$ cat src/rtl/uart_rx_fifo.sv
// 8N1 UART receiver with mid-bit sampling feeding a first-word-fall-through byte FIFO.
// Framing errors and FIFO overruns are reported as one-cycle pulses.
module uart_rx_fifo #(
  parameter int CLK_DIV = 434,
  parameter int FIFO_AW = 4
) (
  input  logic               sysClk,
  input  logic               sysRst,
  input  logic               Rx,
  output logic [7:0]         RxData,
  output logic               RxData_valid,
  input  logic               RxData_ready,
  output logic [FIFO_AW:0]   RxFIFOFillLevel,
  output logic               FramingError,
  output logic               Overrun
);

  localparam int              DEPTH      = 1 << FIFO_AW;
  localparam logic [15:0]     BIT_TICKS  = 16'(CLK_DIV);
  localparam logic [15:0]     HALF_TICKS = 16'(CLK_DIV / 2);
  localparam logic [FIFO_AW:0] FULL_LVL  = (FIFO_AW + 1)'(DEPTH);

  typedef enum logic [1:0] {IDLE, START, DATA, STOP} state_t;

  // ---------------- line synchronizer and falling-edge detect ----------------
  logic       rx_meta, rx_sync, rx_prev;
  logic [1:0] sync_fill;
  logic       fall;

  always_ff @(posedge sysClk or posedge sysRst) begin
    if (sysRst) begin
      rx_meta   <= 1'b1;
      rx_sync   <= 1'b1;
      sync_fill <= 2'b00;
      rx_prev   <= 1'b0;
    end else begin
      rx_meta   <= Rx;
      rx_sync   <= rx_meta;
      sync_fill <= {sync_fill[0], 1'b1};
      // The synchronizer's reset value is not a real observation of the line,
      // so a high level only counts once it has propagated through both flops.
      rx_prev   <= rx_sync & sync_fill[1];
    end
  end

  assign fall = rx_prev & ~rx_sync;

  // ---------------- receiver FSM ----------------
  state_t      state, state_n;
  logic [15:0] timer, timer_n;
  logic [2:0]  bit_idx, bit_idx_n;
  logic [7:0]  shreg, shreg_n;
  logic        push_req, push_req_n;
  logic        fe_q, fe_n;
  logic        expired;

  assign expired = (timer == 16'd1);

  always_ff @(posedge sysClk or posedge sysRst) begin
    if (sysRst) begin
      state    <= IDLE;
      timer    <= '0;
      bit_idx  <= '0;
      shreg    <= '0;
      push_req <= 1'b0;
      fe_q     <= 1'b0;
    end else begin
      // NOTE: state registers use non-blocking assignments so every flop samples
      // the pre-edge values computed by the combinational block.
      state    <= state_n;
      timer    <= timer_n;
      bit_idx  <= bit_idx_n;
      shreg    <= shreg_n;
      push_req <= push_req_n;
      fe_q     <= fe_n;
    end
  end

  always_comb begin
    // NOTE: every output of this block gets a default first, so no path leaves
    // a variable unassigned and no latch is inferred.
    state_n    = state;
    timer_n    = timer;
    bit_idx_n  = bit_idx;
    shreg_n    = shreg;
    push_req_n = 1'b0;
    fe_n       = 1'b0;
    unique case (state)
      IDLE: begin
        if (fall) begin
          state_n = START;
          timer_n = HALF_TICKS;
        end
      end
      START: begin
        if (expired) begin
          if (!rx_sync) begin
            state_n   = DATA;
            timer_n   = BIT_TICKS;
            bit_idx_n = 3'd0;
          end else begin
            state_n = IDLE;
            timer_n = '0;
          end
        end else begin
          timer_n = timer - 16'd1;
        end
      end
      DATA: begin
        if (expired) begin
          shreg_n[bit_idx] = rx_sync;
          timer_n          = BIT_TICKS;
          if (bit_idx == 3'd7) state_n = STOP;
          else                 bit_idx_n = bit_idx + 3'd1;
        end else begin
          timer_n = timer - 16'd1;
        end
      end
      STOP: begin
        // Returning to IDLE at mid-stop-bit leaves half a bit to catch the next start edge.
        if (expired) begin
          state_n    = IDLE;
          timer_n    = '0;
          push_req_n = rx_sync;
          fe_n       = ~rx_sync;
        end else begin
          timer_n = timer - 16'd1;
        end
      end
      default: state_n = IDLE;
    endcase
  end

  assign FramingError = fe_q;

  // ---------------- FWFT FIFO ----------------
  logic [7:0]         mem [DEPTH];
  logic [FIFO_AW-1:0] wr_ptr, rd_ptr;
  logic [FIFO_AW:0]   count;
  logic               full, pop, push_ok;

  assign full    = (count == FULL_LVL);
  assign pop     = RxData_valid & RxData_ready;
  assign push_ok = push_req & (~full | pop);
  assign Overrun = push_req & full & ~pop;

  // NOTE: storage has no reset; emptiness is defined by the count alone, and
  // RxData is forced to zero whenever nothing valid is stored.
  always_ff @(posedge sysClk) begin
    if (push_ok) mem[wr_ptr] <= shreg;
  end

  always_ff @(posedge sysClk or posedge sysRst) begin
    if (sysRst) begin
      wr_ptr <= '0;
      rd_ptr <= '0;
      count  <= '0;
    end else begin
      if (push_ok) wr_ptr <= wr_ptr + 1'b1;
      if (pop)     rd_ptr <= rd_ptr + 1'b1;
      unique case ({push_ok, pop})
        2'b10:   count <= count + 1'b1;
        2'b01:   count <= count - 1'b1;
        default: count <= count;
      endcase
    end
  end

  assign RxData_valid    = (count != '0);
  assign RxData          = RxData_valid ? mem[rd_ptr] : 8'h00;
  assign RxFIFOFillLevel = count;

endmodule

$ cat config.mk
export PLATFORM = sky130hd
export DESIGN_NAME = uart_rx_fifo
export DESIGN_NICKNAME = d
export VERILOG_FILES = /design/src/rtl/uart_rx_fifo.sv
export SDC_FILE = /design/constraint.sdc
export NUM_CORES = 1
export LEC_CHECK = 0
export CAP_MARGIN = 20
export CELL_PAD_IN_SITES_DETAIL_PLACEMENT = 0
export CELL_PAD_IN_SITES_GLOBAL_PLACEMENT = 1
export CORE_MARGIN = 8
export CORE_UTILIZATION = 50
export DETAILED_ROUTE_END_ITERATION = 7
export GPL_TIMING_DRIVEN = 0
export PLACE_DENSITY = 0.74
export SETUP_SLACK_MARGIN = 0.2
export SYNTH_ARGS = -nofsm -noshare
export SYNTH_HDL_FRONTEND = slang
export SYNTH_SLANG_ARGS = --single-unit
$ cat constraint.sdc
create_clock -name sysClk -period 5.7 [get_ports sysClk]
set_clock_uncertainty 0.1 [all_clocks]
set_input_delay 1.14 -clock sysClk [delete_from_list [all_inputs] [get_ports sysClk]]
set_output_delay 1.14 -clock sysClk [all_outputs]
set_load 0.01 [all_outputs]
==> metrics.md, run 1 <==
| Metric | Value |
|---|---|
| # IOs | `20` |
| Port Buffers | `19` |
| Worst-Skew Late Latency | `430 ps` |
| Worst-margin pin slew | `between 900 and 1000 ps` |
| Xor/xnor share of the synthesized area | `1.384%` |
| Postcts setup bufs | `0` |
| Complex-gate fraction of the synthesized area | `5.930%` |
| Layout cell share with drive strength beyond 1 | `17.31%` |
| Hold_buf cts | `0` |
| Worst Setup Path Type | `register to output pin` |
| H-tree depth | `4` |
| Lkg Pwr | `3.295 nW` |
| Die Y | `139.3 um` |
| Synth Area in Simple Gates | `8.088%` |
| Worst setup EP type | `output pin` |
| Largest cells by area after synthesis | `edfxtp_1 (51%), dfrtp_1 (15%), mux4_2 (9.5%)` |
| Vias in the first global route | `4,247` |
| Final min period | `4343 ps` |
| FF+latch count, synth | `about 180` |
| DP HPWL | `10,230 um` |
| Max FO, Critical Path | `10` |
| Total gr overflow | `0` |
| Combinational share of power | `24.7%` |
| Die width | `139.3 um` |
| Routability cong. | `0.8040` |
| Core area | `between 0.015 and 0.02 mm2` |
| Num Clock Sinks | `177` |
| Area after DPL | `roughly 0.0081 mm2` |
| Hold crit path type | `register to register` |
| Setup TNS | `0 ps` |
| # fillers | `between 1,000 and 1,500` |
| Num rows | `45` |
| Post-synth ARST share | `between 20 and 30%` |
| Rel. slew slack | `between 30% and 40%` |
| Post-synth EDFFs | `128` |
| Nets | `~550` |
| Cells after synthesis | `487` |
| Residual DRC | `0` |
| Synth Area in Adders | `around 2.1%` |
| Synth area leader | `edfxtp_1` |
| Cell-internal power | `about 2.5 mW` |
| First-pass GRT wire length | `23,860 um` |
| Reg power frac | `42.4%` |
| Largest family of logic cells by synthesized area | `multiplexers` |
| CTS tree | `done` |
| Mapped cell area | `0.007596 mm2` |
| Clock tree buffer depth | `2` |
| CP max-delay cell | `buf_1` |
| Syn_nets | `504` |
| Total wire length | `15,380 um` |
| Starting Density | `50.53%` |
| Initial antenna violation count | `0` |
| Final Cycle Share | `76.20%` |
| Vias | `4,296` |
| Final design instance area without fill | `0.008671 mm2` |
| Syn Area/Cell | `15.60 um2` |
| Crit-path leading delay family | `buffers and inverters` |
| Power Dens Cells | `roughly 410 mW/mm2` |
| Count leader, synth | `edfxtp_1` |
| Post-synthesis sequential area ratio | `66.78%` |
| Main synth FF type | `edfxtp_1` |
| Synth cell count leaders | `edfxtp_1 (128), dfrtp_1 (47), mux4_2 (32), nor2_1 (30), nand2_1 (19)` |
| Unrepaired setup endpoints after global routing | `false` |
| CP Data Required Time | `4460 ps` |
| Final ANT Viol Nets | `0` |
| Fmax achieved | `0.2302 GHz` |
| Worst vdd rail ir drop | `0.1911 mV` |
| P&R area growth vs syn | `14.15%` |
| Iteration-0 DRC Markers | `378` |
| Clock root buffer | `clkbuf_16` |
| Tot GR Track Use | `between 15 and 20%` |
| Yosys cell types | `51` |
| Clock Power Share | `32.9%` |
| Cts bufs inserted | `17` |
| Yosys warning count | `0` |
| Clock-pin slew on the worst setup and hold paths | `70 ps` |
| Portion of netlist area occupied by mux cells | `13.52%` |
| NetSw | `1.081 mW` |
| Outcome | `complete, no violations` |
| Synth top area share | `50.60%` |
| Avg WL per Cell | `21.03 um` |
| Sw Share | `30.19%` |
| CP arrival | `roughly 3100 ps` |
| Vias/cell | `5.877` |
| Antenna cells | `0` |
| CP startpoint kind | `register` |
| Die ar. | `approximately 0.019 mm2` |
| Worst path cell trace | `clkbuf_1 > buf_1 > mux2i_1 > o22ai_1 > clkdlybuf4s50_1` |
| 1st-pass router iterations | `4` |
| Max_cap viols | `0` |
| CP bufs+invs | `3` |
| Max-slew violations | `0` |
| # resized after CTS | `0` |
| Final setup violation count | `0` |
| Largest net degree at the start of global routing | `28` |
| Fin. Hold Viols | `0` |
| CP peak stage delay | `720 ps` |
-- cell type report --
type | count | area [um2] | share of cell area (%)
buffer | 27 | 111.4 | 1.284
clock buffer | 17 | 425.4 | 4.906
clock inverter | 15 | 173.9 | 2.006
inverter | 13 | 48.80 | 0.5628
multi-input combinational | 270 | 2364 | 27.26
sequential | 177 | 5072 | 58.50
tap | 188 | 235.2 | 2.713
timing repair buffer | 24 | 240.2 | 2.771
-- registers in the layout, summed over array words and instances, names as in the netlist, named ones only --
register and count:
mem 128, bit_idx 3, timer 16, FramingError 1, rx_sync 1, wr_ptr 4
state 1, push_req 1, sync_fill 2, RxFIFOFillLevel 5, rx_meta 1, shreg 8
rd_ptr 4, rx_prev 1
-- worst register-to-register path: stages, from the launching register on --
cell	delay [ps]
dfrtp_1	370
clkbuf_1	190
nor4_1	570
a31oi_1	390
inv_1	170
ha_1	180
clkbuf_1	300
xor2_1	130
ha_1	230
o211a_1	210
o31ai_1	200
a31oi_1	90
xnor2_1	150
-- cell families after synthesis --
kind of cell	Yosys count
buffers and inverters	40
multiplexers	61
adder cells (fa/ha/maj)	13
XOR/XNOR	12
other	1
flip-flops	177
AO/OA/AOI/OAI	70
AND/OR/NAND/NOR	113
-- cell usage in the layout, fill, tap and decap left out, types with 8 or more instances in the layout --
cell type	instances
a21oi_1	18
a31oi_1	11
clkbuf_1	16
clkbuf_16	17
clkdlybuf4s50_1	19
dfrtp_1	47
edfxtp_1	128
ha_1	13
inv_1	12
mux2_2	13
mux2i_1	16
mux4_2	32
nand2_1	19
nand2b_1	10
nand3_1	9
nor2_1	30
nor3_1	11
nor4_1	8
o21ai_0	10
o22ai_1	9
xnor2_1	8
-- through the flow --
stage	total power [mW]	worst slack (ps)	utilization (%)	hold WS, ps	std cells
5_1_grt	3.746	1168	57.68	260.2	731
3_5_place_dp	2.434	1562	53.69	242.6	699
6_report	3.580	1357	57.68	253.6	731
4_1_cts	3.609	1309	57.68	258.0	731
2_1_floorplan	2.179	2369	-	231.2	487
3_3_place_gp	2.418	1495	53.36	241.2	694
-- worst paths after layout --
path	startpoint	endpoint	slack, ps	depth (start not counted)
setup / recovery	rd_ptr[3]$_DFFE_PP0P_	RxData[0]	1360	5
hold / removal	sync_fill[0]$_DFF_PP0_	sync_fill[1]$_DFF_PP0_	250	0
setup reg to reg	RxFIFOFillLevel[1]$_DFFE_PP0P_	RxFIFOFillLevel[4]$_DFFE_PP0P_	2320	12
hold reg to reg	sync_fill[0]$_DFF_PP0_	sync_fill[1]$_DFF_PP0_	250	0
max in group asynchronous	sysRst	shreg[1]$_DFFE_PP0P_	4000	3
min in group asynchronous	sysRst	RxFIFOFillLevel[2]$_DFFE_PP0P_	970	2
-- power by group through the flow --
stage | clock [mW] | sequential, mW | combinational (mW)
6_report | 1.18 | 1.52 | 0.886
5_1_grt | 1.24 | 1.53 | 0.975
4_1_cts | 1.20 | 1.52 | 0.894
3_5_place_dp | 0 | 1.54 | 0.891
3_3_place_gp | 0 | 1.54 | 0.877
2_1_floorplan | 0 | 1.54 | 0.643
-- metal layers --
layer / routed length [um] / vias up / part of all wire, % / GRT usage (%)
met4: 203 / 0 / 1.3 / 5.719
li1: - / 1985 / - / -
met2: 7275 / 80 / 47 / 25.45
met5: 0 / - / 0 / 0
met1: 7274 / 2213 / 47 / 22.34
met3: 622 / 18 / 4.0 / 4.412
(Power assumes the default switching activity.)
==> run 2: changes to the inputs <==
==> constraint.sdc (replaced) <==
create_clock -name sysClk -period 4.15 [get_ports sysClk]
set_clock_uncertainty 0.1 [all_clocks]
set_input_delay 0.83 -clock sysClk [delete_from_list [all_inputs] [get_ports sysClk]]
set_output_delay 0.83 -clock sysClk [all_outputs]
set_load 0.01 [all_outputs]
==> run 2 against run 1 <==
Against the previous run:
- clock power up 37%
- register-to-register slack worse by 1400 ps
- non-clock buffer count unchanged
- largest power group unchanged
==> metrics.md, run 2 (synthesized netlist as in run 1, its figures left out) <==
| Metric | Value |
|---|---|
| Fmax achieved | `0.2702 GHz` |
| Clock tree buffer depth | `2` |
| Placed cell count | `699` |
| CP arrival | `2770 ps` |
| Top layer in use | `met4` |
| Worst setup EP type | `output pin` |
| Reg2reg end | `RxFIFOFillLevel[4]$_DFFE_PP0P_` |
| Num Clock Sinks | `177` |
| Die Y | `139.3 um` |
| # fillers | `1,186` |
| Min-delay src | `sync_fill[0]$_DFF_PP0_` |
| Layout cell share with drive strength beyond 1 | `18.60%` |
| Port Buffers | `19` |
| Number of flip-flops in the largest register | `128` |
| Final Cycle Share | `between 80% and 90%` |
| Max-slew violations | `0` |
| CP startpoint kind | `register` |
| Clock-pin slew on the worst setup and hold paths | `70 ps` |
| Clock root buffer | `clkbuf_16` |
| Reg-to-Reg Start | `RxFIFOFillLevel[2]$_DFFE_PP0P_` |
| Max_cap viols | `0` |
| Worst path cell trace | `clkbuf_1 > buf_2 > mux2i_1 > o22ai_1 > clkdlybuf4s50_1` |
| Fin. Hold Viols | `0` |
| Worst vdd rail ir drop | `0.2649 mV` |
| Outcome | `complete, no violations` |
| WHS Endpoint | `sync_fill[1]$_DFF_PP0_` |
| Rel. slew slack | `38.01%` |
| Core area | `0.01503 mm2` |
| Vias/cell | `5.826` |
| Power Total | `between 4 and 5 mW` |
| Top Registers | `mem: 128 flops, timer: 16 flops, shreg: 8 flops` |
| Reg2reg setup slack | `around 940 ps` |
| 1st-pass router iterations | `4` |
| Total gr overflow | `0` |
| Hold crit path type | `register to register` |
| CTS tree | `done` |
| CP Data Required Time | `about 3200 ps` |
| Worst-margin pin slew | `926.4 ps` |
| Num rows | `45` |
| Met3 WL post-DR | `682 um` |
| # IOs | `20` |
| Starting Density | `50.53%` |
| Core Util, Final | `57.82%` |
| WHS Path Cells | `0` |
| Worst Setup Path Type | `register to output pin` |
| DP HPWL | `10,230 um` |
| WL met1 | `7234 um` |
| Final setup violation count | `0` |
| Die ar. | `0.01939 mm2` |
| CP peak stage delay | `610 ps` |
| Logic depth of the worst register-to-register path | `12` |
| Vias in the first global route | `4,239` |
| Power Dens Cells | `573.0 mW/mm2` |
| Most frequent cells in the layout | `edfxtp_1 (128), dfrtp_1 (47), mux4_2 (32)` |
| Setup TNS | `0 ps` |
| Largest net degree at the start of global routing | `28` |
| CP max-delay cell | `clkdlybuf4s50_1` |
| Total wire length | `15,340 um` |
| Antenna cells | `0` |
| H-tree depth | `4` |
| Routability cong. | `roughly 0.8` |
| Avg WL per Cell | `20.98 um` |
| Die width | `139.3 um` |
| Unrepaired setup endpoints after global routing | `false` |
| Met2 WL | `around 7200 um` |
| Non-filler cells in the finished layout | `~730` |
| Final min period | `3701 ps` |
| P&R area growth vs syn | `14.43%` |
| Max FO, Critical Path | `10` |
| Most common cell after layout, fill and taps aside | `edfxtp_1` |
| Worst-Skew Late Latency | `430 ps` |
| Initial antenna violation count | `0` |
| Iteration-0 DRC Markers | `342` |
| Vias | `around 4,300` |
| Largest Register | `mem` |
| Final ANT Viol Nets | `0` |
| Cts bufs inserted | `17` |
| Residual DRC | `0` |
| First-pass GRT wire length | `23,860 um` |
| Lkg Pwr | `3.291 nW` |
| Nets | `547` |
| Hold_buf cts | `0` |
| Tot GR Track Use | `around 17%` |
run 2: cell counts in the layout (fill, tap and decap cells not counted):
No cell type changed its count.
run 2: area by class of cell:
type	instances	area (um2)	share of cell area, %
Buffer	27	126.4	1.454
Clock buffer	17	425.4	4.894
Clock inverter	15	173.9	2.001
Inverter	13	48.80	0.5614
Multi-Input combinational cell	270	2370	27.26
Sequential cell	177	5072	58.36
Tap cell	188	235.2	2.706
Timing Repair Buffer	24	240.2	2.764
run 2: worst max-delay path by stage:
stage                          start                              to  depth (start not counted)
3_3_place_gp            RxData_ready             mem[3][3]$_DFFE_PP_                          5
6_report       rd_ptr[3]$_DFFE_PP0P_                       RxData[0]                          5
5_1_grt        rd_ptr[3]$_DFFE_PP0P_                       RxData[0]                          5
3_5_place_dp            RxData_ready  RxFIFOFillLevel[4]$_DFFE_PP0P_                         12
2_1_floorplan           RxData_ready  RxFIFOFillLevel[4]$_DFFE_PP0P_                         11
4_1_cts        rd_ptr[0]$_DFFE_PP0P_                       RxData[2]                          6
run 2: power breakdown:
group | total (mW) | switching, mW | internal, mW
sequential | 2.09 | 0.100 | 1.99
combinational | 1.28 | 0.693 | 0.583
clock | 1.62 | 0.712 | 0.907
total | 4.98 | 1.50 | 3.48
run 2: metal layers:
layer	track usage, %	up-vias
met3	4.412	15
met5	0	-
met2	25.43	94
met4	5.719	0
li1	-	1980
met1	22.38	2170
run 2: timing repair:
item	CTS	global route
setup endpoints to repair	8	8
endpoints found under the hold margin	0	0
buffers inserted	0	0
resized for setup	6	8
run 2: through the flow:
step	cell area, um2	hold WS [ps]	setup WS (ps)
floorplan	7596	231.2	1129
global route	8692	260.2	314.7
detailed placement	8071	242.6	321.7
CTS	8687	258.0	183.0
finish	8692	254.3	448.9
global placement	8021	241.2	254.6
run 2: worst max-delay path: cells and delay by family (launching register included):
kind                   cells  cell delay, ps
muxes                      1             150
buffers and inverters      3            1590
DFF                        1             320
AOI/OAI and AO/OA          1             270
==> run 3: changes to the inputs <==
--- a/config.mk
+++ b/config.mk
@@ -17,3 +17,4 @@
 export SYNTH_ARGS = -nofsm -noshare
 export SYNTH_HDL_FRONTEND = slang
 export SYNTH_SLANG_ARGS = --single-unit
+export TNS_END_PERCENT = 10
==> results of run 3 <==
Final layout, timing and power as in run 2 (identical DEF).
Main changes from that run: number of gates resized after CTS 6 -> 4
